$ cat src/rtl/trigger_readout_scheduler_pkg.sv
// Shared definitions for the trigger readout scheduler: channel count, FSM encoding,
// trigger-info field positions inside the FIFO word and the event header layout.
package trigger_readout_scheduler_pkg;

  localparam int NUM_CHAN = 5;
  localparam int IDX_W    = $clog2(NUM_CHAN);
  localparam int PTR_W    = $clog2(NUM_CHAN + 1);

  localparam int FIFO_W = 128;
  localparam int TS_LSB = 0;
  localparam int TS_W   = 44;
  localparam int TN_LSB = 44;
  localparam int TN_W   = 24;
  localparam int TL_LSB = 68;
  localparam int TL_W   = 2;
  localparam int INFO_W = TL_LSB + TL_W;

  localparam int HDR_W     = 128;
  localparam int HDR_PAD_W = HDR_W - NUM_CHAN - INFO_W;

  localparam int WD_W   = 16;
  localparam int TCNT_W = 32;

  typedef enum logic [2:0] {
    ST_IDLE      = 3'd0,
    ST_HEADER    = 3'd1,
    ST_SCAN      = 3'd2,
    ST_REQ       = 3'd3,
    ST_WAIT_DONE = 3'd4,
    ST_DONE      = 3'd5
  } state_e;

  typedef struct packed {
    logic [TL_W-1:0] trig_length;
    logic [TN_W-1:0] trig_num;
    logic [TS_W-1:0] timestamp;
  } trig_info_t;

  function automatic logic [HDR_W-1:0] build_header(input logic [NUM_CHAN-1:0] en,
                                                    input trig_info_t info);
    return {en, {HDR_PAD_W{1'b0}}, info.trig_length, info.trig_num, info.timestamp};
  endfunction

  function automatic logic [NUM_CHAN-1:0] chan_onehot(input logic [IDX_W-1:0] idx);
    logic [NUM_CHAN-1:0] oh;
    for (int i = 0; i < NUM_CHAN; i++) begin
      oh[i] = (idx == IDX_W'(i));
    end
    return oh;
  endfunction

endpackage

$ cat src/rtl/trigger_readout_scheduler_next_chan_select.sv
// Combinational search for the lowest enabled channel index at or above the pointer.
module next_chan_select
  import trigger_readout_scheduler_pkg::*;
#(
  parameter int N_CH  = NUM_CHAN,
  parameter int I_W   = IDX_W,
  parameter int P_W   = PTR_W
) (
  input  logic [N_CH-1:0] en_mask,
  input  logic [P_W-1:0]  ptr,
  output logic            found,
  output logic [I_W-1:0]  idx
);

  // Walk downwards so the last hit written is the lowest qualifying index.
  always_comb begin
    found = 1'b0;
    idx   = '0;
    for (int i = N_CH - 1; i >= 0; i--) begin
      if (en_mask[i] && (P_W'(i) >= ptr)) begin
        found = 1'b1;
        idx   = I_W'(i);
      end
    end
  end

endmodule

$ cat src/rtl/trigger_readout_scheduler.sv
// Pops one trigger word per event, sends its header, then walks the enabled channels
// in ascending order issuing readout requests with a per-channel watchdog.
//   state     | meaning
//   IDLE      | waiting for a trigger word; latch it and pop
//   HEADER    | offering the event header until accepted
//   SCAN      | looking for the next enabled channel
//   REQ       | requesting the selected channel until it acks
//   WAIT_DONE | waiting for done or the watchdog limit
//   DONE      | one-cycle event-complete pulse
module trigger_readout_scheduler
  import trigger_readout_scheduler_pkg::*;
(
  input  logic                clk,
  input  logic                reset,
  input  logic                fifo_valid,
  input  logic [FIFO_W-1:0]   fifo_data,
  output logic                fifo_ready,
  input  logic [NUM_CHAN-1:0] chan_en,
  output logic [NUM_CHAN-1:0] chan_req,
  input  logic [NUM_CHAN-1:0] chan_ack,
  input  logic [NUM_CHAN-1:0] chan_done,
  input  logic [WD_W-1:0]     chan_timeout,
  output logic                hdr_valid,
  output logic [HDR_W-1:0]    hdr_data,
  input  logic                hdr_ready,
  output logic                readout_done,
  output logic [2:0]          state,
  output logic [TCNT_W-1:0]   timeout_count
);

  state_e              state_q, state_d;
  logic [PTR_W-1:0]    ptr_q, ptr_d;
  logic [IDX_W-1:0]    sel_q, sel_d;
  logic [WD_W-1:0]     wd_q, wd_d;
  logic [TCNT_W-1:0]   tcnt_q, tcnt_d;
  trig_info_t          info_q, info_d;
  logic [NUM_CHAN-1:0] en_q, en_d;
  logic                fifo_ready_q, fifo_ready_d;

  logic                scan_found;
  logic [IDX_W-1:0]    scan_idx;
  logic [NUM_CHAN-1:0] sel_oh;
  logic                sel_ack;
  logic                sel_done;
  logic [PTR_W-1:0]    ptr_after_sel;
  logic [WD_W-1:0]     wd_limit;
  logic                wd_expired;
  logic                unused_fifo_hi;

  next_chan_select #(
    .N_CH (NUM_CHAN),
    .I_W  (IDX_W),
    .P_W  (PTR_W)
  ) u_next_chan_select (
    .en_mask (en_q),
    .ptr     (ptr_q),
    .found   (scan_found),
    .idx     (scan_idx)
  );

  // Only the selected channel's handshake bits are ever looked at.
  assign sel_oh        = chan_onehot(sel_q);
  assign sel_ack       = |(chan_ack & sel_oh);
  assign sel_done      = |(chan_done & sel_oh);
  assign ptr_after_sel = PTR_W'(sel_q) + PTR_W'(1);

  // >= rather than == so a limit lowered mid-wait still releases the channel.
  assign wd_limit   = chan_timeout - WD_W'(1);
  assign wd_expired = (chan_timeout != '0) && (wd_q >= wd_limit);

  assign unused_fifo_hi = ^fifo_data[FIFO_W-1:INFO_W];

  always_comb begin
    state_d      = state_q;
    ptr_d        = ptr_q;
    sel_d        = sel_q;
    wd_d         = wd_q;
    tcnt_d       = tcnt_q;
    info_d       = info_q;
    en_d         = en_q;
    fifo_ready_d = 1'b0;

    unique case (state_q)
      ST_IDLE: begin
        if (fifo_valid) begin
          fifo_ready_d       = 1'b1;
          info_d.timestamp   = fifo_data[TS_LSB +: TS_W];
          info_d.trig_num    = fifo_data[TN_LSB +: TN_W];
          info_d.trig_length = fifo_data[TL_LSB +: TL_W];
          en_d               = chan_en;
          ptr_d              = '0;
          state_d            = ST_HEADER;
        end
      end
      ST_HEADER: begin
        if (hdr_ready) state_d = ST_SCAN;
      end
      ST_SCAN: begin
        if (scan_found) begin
          sel_d   = scan_idx;
          state_d = ST_REQ;
        end else begin
          state_d = ST_DONE;
        end
      end
      ST_REQ: begin
        if (sel_ack) begin
          if (sel_done) begin
            ptr_d   = ptr_after_sel;
            state_d = ST_SCAN;
          end else begin
            wd_d    = '0;
            state_d = ST_WAIT_DONE;
          end
        end
      end
      ST_WAIT_DONE: begin
        if (sel_done) begin
          ptr_d   = ptr_after_sel;
          state_d = ST_SCAN;
        end else if (wd_expired) begin
          tcnt_d  = tcnt_q + TCNT_W'(1);
          ptr_d   = ptr_after_sel;
          state_d = ST_SCAN;
        end else if (wd_q != '1) begin
          wd_d = wd_q + WD_W'(1);
        end
      end
      ST_DONE: begin
        state_d = ST_IDLE;
      end
      default: begin
        state_d = ST_IDLE;
      end
    endcase
  end

  always_ff @(posedge clk) begin
    if (reset) begin
      state_q      <= ST_IDLE;
      ptr_q        <= '0;
      sel_q        <= '0;
      wd_q         <= '0;
      tcnt_q       <= '0;
      info_q       <= '0;
      en_q         <= '0;
      fifo_ready_q <= 1'b0;
    end else begin
      state_q      <= state_d;
      ptr_q        <= ptr_d;
      sel_q        <= sel_d;
      wd_q         <= wd_d;
      tcnt_q       <= tcnt_d;
      info_q       <= info_d;
      en_q         <= en_d;
      fifo_ready_q <= fifo_ready_d;
    end
  end

  // Every handshake output comes from flops or the state register.
  assign fifo_ready    = fifo_ready_q;
  assign hdr_valid     = (state_q == ST_HEADER);
  assign hdr_data      = build_header(en_q, info_q);
  assign chan_req      = (state_q == ST_REQ) ? sel_oh : '0;
  assign readout_done  = (state_q == ST_DONE);
  assign state         = state_q;
  assign timeout_count = tcnt_q;

endmodule

$ cat config.mk
export PLATFORM = sky130hd
export DESIGN_NAME = trigger_readout_scheduler
export DESIGN_NICKNAME = d
export VERILOG_FILES = /design/src/rtl/trigger_readout_scheduler_pkg.sv /design/src/rtl/trigger_readout_scheduler_next_chan_select.sv /design/src/rtl/trigger_readout_scheduler.sv
export SDC_FILE = /design/constraint.sdc
export NUM_CORES = 1
export LEC_CHECK = 0
export CAP_MARGIN = 20
export CORE_AREA = 2 2 159 161
export CTS_CLUSTER_SIZE = 24
export DETAILED_ROUTE_END_ITERATION = 12
export DIE_AREA = 0 0 161 163
export GPL_ROUTABILITY_DRIVEN = 1
export MAX_ROUTING_LAYER = met4
export PLACE_DENSITY_LB_ADDON = 0.2
export SYNTH_ARGS = -nofsm -noshare
export SYNTH_HDL_FRONTEND = slang
export SYNTH_SLANG_ARGS = --single-unit
$ cat constraint.sdc
create_clock -name clk -period 4.3 [get_ports clk]
set_input_delay 1.29 -clock clk [delete_from_list [all_inputs] [get_ports clk]]
set_output_delay 1.29 -clock clk [all_outputs]
set_load 0.02 [all_outputs]
Word-level counts from Yosys, hierarchy flattened
Index checks and enable logic that the tools add are counted.
- memory bits (writable): 0
- latch bits: 0
- output and inout bits: 171
- register bits: 133
- word-level logic and storage cells: 95
- memories: 0
- input bits: 163
- memory bits (read-only): 0
- $add $sub $neg: 4
- reductions and logical operators: 20
- shifts and indexed selects: 0
- equality and inequality tests: 19
- multipliers: 0
- muxes and demuxes: 32
- bitwise operators: 4
- div/mod/pow operators: 0
- order comparisons: 6
- operators by type and width (kind ; number):
    $mux 16 ; 5
    $mux 3 ; 17
    $add 32x1->32 const B ; 1
    $pmux 16 s2 ; 1
    $add 16x1->16 const B ; 1
    $ge 16x16->1 ; 1
    $ne 16x16->1 const B ; 1
    $reduce_bool 16->1 ; 1
    $sub 16x1->16 const B ; 1
    $pmux 3 s5 ; 1
    $ne 2x2->1 const B ; 7
    $eq 3x2->1 const B ; 4
    $and 5x5->5 ; 2
    $reduce_or 5->1 ; 2
    $eq 3x3->1 const B ; 3
    $pmux 3 s3 ; 1
    $eq 3x1->1 const B ; 2
    $ge 1x3->1 const A ; 2
    $ge 2x3->1 const A ; 2
    $logic_and 1x1->1 ; 6
    $logic_not 3->1 ; 2
    $mux 1 ; 6
    $reduce_and 6->1 ; 1
    $mux 5 ; 1
    12 further kinds ; 14

Longest topological paths before layout
- depth in word-level cells: 9
- gate-level depth with buffers: 15
- mapped depth without buffers: 12

By module
A second synthesis with hierarchy kept.
- cells, all modules: 876
- area total of the unflattened synthesis: 6885.4 µm²
- by module, submodules not included (module ; area each (µm²) ; cells an instance ; instances ; seq. area each (µm²)):
    trigger_readout_scheduler ; 6799.0 ; 862 ; 1 ; 2662.6
    next_chan_select ; 86.3 ; 14 ; 1 ; 0.0

Worst setup path after synthesis
OpenSTA, ideal clock, no wires.
- path kind: in2reg
- start point: input chan_timeout[9]
- end point: register tcnt_q[28] (netlist: timeout_count[28])
- arrival time: 4521 ps
- library setup time: 121 ps
- cell stages on the path: 12
- buffers on the path: 1
- setup slack: -342 ps
- required time: 4179 ps
- cells stage by stage: or4_1 -> or2_1 -> or4_1 -> xor2_1 -> ha_1 -> nand4_1 -> nor4_1 -> a32o_1 -> nor2_1 -> buf_2 -> nor4b_1 -> mux2_2
- longest elaborated chain between the ends: 4
- elaborated cells on any way between the ends: 5
- classes of those cells: add/sub: 1; order compare: 1; reduce/logical: 3
- ends and longest elaborated chain (item ; RTL line ; text):
    start: declaration ; trigger_readout_scheduler.sv:22 ; input logic [WD_W-1:0] chan_timeout,
    $sub 16x1->16 ; trigger_readout_scheduler.sv:68 ; assign wd_limit = chan_timeout - WD_W'(1);
    $ge 16x16->1 ; trigger_readout_scheduler.sv:69 ; assign wd_expired = (chan_timeout != '0) && (wd_q >= wd_limit);
    $logic_and 1x1->1 (*) ; trigger_readout_scheduler.sv:69 ;
    $reduce_and 3->1 (no source line) (*) ; - ;
    end signal: assignment ; trigger_readout_scheduler.sv:153 ; tcnt_q <= tcnt_d;
    end: declaration ; trigger_readout_scheduler.sv:35 ; logic [TCNT_W-1:0] tcnt_q, tcnt_d;
Every way passes the cells marked *; elsewhere a longest branch is shown, timed or not.
A chain may end at the register's enable or synchronous reset.

Worst setup path after layout
- start point: input chan_timeout[10]
- end point: register tcnt_q[19] (netlist: timeout_count[19])
Same word-level chain as after synthesis.

==> metrics.csv <==
metric,value,unit
grt_max_degree,77,
finalClockSkew,0.0165,ns
drc,0,
grt_pass1_wl,36900,um
cp.required,4.66,ns
rsz0062_at_grt,true,
core,24700,um^2
async_reset_ff_share,0,%
numCtsBuffers,17,
rows,58,
first_pass_iters,5,
stdcell_area,10900,um^2
period_share,102,%
die-area,26200,um^2
slowest_delay,0.53,ns
p_int,2.36,mW
drtIter0Drc,454,
grt_usage,17.9,%
antenna_found_initial,0,
max_cap_viol_count,0,
cts_tree,done,
worstReg2RegStart,sel_q[0],
port_buffers,222,
root_buffer,clkbuf_16,
whs_endpoint,hdr_data[55],
ys.warnings.count,0,
worst_hold_slack,0.453,ns
setup_ws,-0.0691,ns
die_w,161,um
p_leak,4.03,nW
synthCells,928,
viasPerCell,4.85,
num_vias,7316,
grt_pass1_vias,7080,
avgSynthCellArea,7.77,um^2
reg2regPathDepth,8,
overflow,0,
period_needed,4.37,ns
violations,negative setup slack,
avgRoutedWirePerCell,15.4,um
path_max_fanout,4,
syn_area,7210,um^2
p_switching,1.06,mW
outcome,"complete, but fails checks",
path_cells,"buf_6, or4_4, or2_4, or4_4, xor2_2, ha_1, nand4_1, nor4_2, a32o_2, o2111ai_4, clkbuf_16, or4_1, nand2_1",
ir_drop,215,uV
finalSetupViolCount,5,
place_area,9860,um^2
cellPowerDensity,314,nW/um^2
synth-main-ff-cell,dfxtp_1,
drive_gt1_share,14.6,%
yosys.cell_types.count,66,
numClockSinks,133,
cp-end-kind,flop,
nNetsFinal,1352,
critPathSlowestCell,or4_4,
synth_edf_count,0,
clk_path_buf_depth,2,
slew_violations,0,
totalPowerFinal,3.42,mW
pre_cts_ws,-0.903,ns
hp-class,reg2reg,
p_comb_share,17.8,%
gp_congestion,0.828,
wl,23200,um
critical_path_class,in2reg,
power_frac_clock,43.3,%
reg2reg_to,timeout_count[24],
hp-start,hdr_data[55],
die_h,163,um
slew_headroom,44.2,%
synthToLayoutAreaGrowth,50.8,%
ys_ff_latch,133,
ant_nets,0,
p_seq_share,38.8,%
crit_path_frequent_cell,or4_4,
insertion_delay,0.43,ns
hpwl,15600,um
htreeDepth,4,
fill_cells,2511,
r2r_slack,1.33,ns
start_util,29.2,%
io_pins,334,
synth_seq_area_share,36.9,%
startpoint_type,primary input,
worst_pin_slew,0.837,ns
hold_viol_final,0,
startpoint,chan_timeout[10],
max_clock_freq,229,MHz
antenna_cells,0,
netSwitchingFraction,30.9,%
whs_path_depth,2,
crit_arrival,4.73,ns
path_clk_slew,0.06,ns
-- cells by family (layout without fill, tap and decap cells) --
family | after synthesis | count (layout) | share of synthesized area [%]
adders and majority gates | 24 | 24 | 4.16
AOI/OAI and AO/OA | 200 | 200 | 18.0
other | 1 | 53 | 0.0520
muxes | 11 | 11 | 1.70
DFF | 133 | 133 | 36.9
buffers and inverters | 131 | 329 | 9.87
and+or+nand+nor | 413 | 413 | 27.5
xor gates and xnor gates | 15 | 15 | 1.82
-- cells in the final DEF (no fill, tap or decap), drive strengths merged, types with 10 or more instances in the layout --
cell,instances
a21oi,101
and3,15
o211ai,17
nor3,15
o32ai,12
dfxtp,133
ha,24
buf,63
or4,16
o311ai,15
xnor2,12
nor2,42
nand2,210
clkdlybuf4s50,211
o41ai,14
nand3,26
clkbuf,21
nand4,22
nor2b,13
o21ai,14
conb,53
or2,16
nor4,13
inv,26
mux2,10
-- critical path: cells and delay by family --
kind                     cells  cell delay (ns)
XOR/XNOR                     1             0.16
buffers and inverters        2             0.30
AO/OA/AOI/OAI                2             0.49
AND/OR/NAND/NOR              7             2.19
adder cells (fa/ha/maj)      1             0.29
-- synthesized netlist by cell type (all sizes together), types with 2 or more instances --
cell | number | area, um^2
nand3 | 26 | 130
o21ai | 14 | 70.1
a31oi | 2 | 12.5
mux2 | 10 | 113
a21oi | 101 | 505
o2111ai | 4 | 41.3
clkbuf | 44 | 165
buf | 71 | 487
inv | 16 | 60.1
xnor2 | 12 | 105
o311ai | 15 | 131
nor4b | 5 | 43.8
nand4 | 22 | 138
nor2 | 42 | 163
nor2b | 13 | 81.3
o41ai | 14 | 123
ha | 24 | 300
nor4 | 13 | 96.3
or2 | 16 | 100
or4 | 16 | 124
nand2b | 5 | 31.3
a21o | 2 | 15.0
o32ai | 12 | 105
and2 | 5 | 31.3
nand2 | 210 | 788
dfxtp | 133 | 2660
a222oi | 2 | 20.0
and3 | 15 | 93.8
o31ai | 3 | 22.5
nor3 | 15 | 80.1
nor3b | 4 | 35.0
xor2 | 3 | 26.3
and3b | 2 | 17.5
o211ai | 17 | 128
-- sequential cells by signal, summed over array words and instances, names as in the netlist --
name,count
hdr_data,70
timeout_count,32
wd_q,16
en_q,5
ptr_q,3
sel_q,3
state,3
fifo_ready,1
-- layout make-up --
cell class | instances | area [um^2] | share of cell area [%]
tap | 330 | 413 | 3.80
clock buffer | 18 | 439 | 4.04
clock inverter | 14 | 153 | 1.40
multi-input combinational | 716 | 4390 | 40.3
inverter | 16 | 60.1 | 0.552
timing repair buffer | 281 | 2760 | 25.4
sequential | 133 | 2660 | 24.5
-- power by group through the flow --
stage / Clock, mW / Sequential, mW / Combinational, mW
6_report: 1.48 / 1.33 / 0.609
3_3_place_gp: 0 / 1.35 / 0.603
5_1_grt: 1.57 / 1.33 / 0.665
3_5_place_dp: 0 / 1.35 / 0.601
2_1_floorplan: 0 / 1.41 / 0.280
4_1_cts: 1.53 / 1.33 / 0.606
-- repair_timing --
action                                  in CTS  in global routing
resized for setup                           46                 60
buffers inserted                             5                  5
hold buffers                                 0                  0
endpoints found under the setup margin      53                 52
cloned                                       2                  0
pin swaps                                   25                 25
-- metrics by stage --
stage | util [%] | instances | setup TNS [ns]
after floorplan | - | 980 | -0.297
after global placement | 40.0 | 1466 | -41.43
after detailed placement | 40.0 | 1466 | -41.81
after CTS | 43.1 | 1505 | -0.948
after global routing | 44.1 | 1508 | -2.00
final | 44.1 | 1508 | -0.132
-- layer usage --
metal | GRT usage [%] | share of wire (%)
met1 | 22.2 | 44
met2 | 26.8 | 45
met3 | 6.80 | 9.1
met4 | 5.93 | 1.3
met5 | - | 0
-- worst max path at each step --
| stage | endpoint | slack, ns | cells past startpoint |
|---|---|---|---|
| after global placement | wd_q[14] | -0.90 | 14 |
| after floorplan | timeout_count[24] | -0.08 | 12 |
| after detailed placement | wd_q[8] | -0.90 | 14 |
| after CTS | timeout_count[15] | -0.12 | 16 |
| final | timeout_count[19] | -0.07 | 13 |
| after global routing | timeout_count[19] | -0.18 | 13 |
Note: power is estimated with default switching activity, not from simulation.
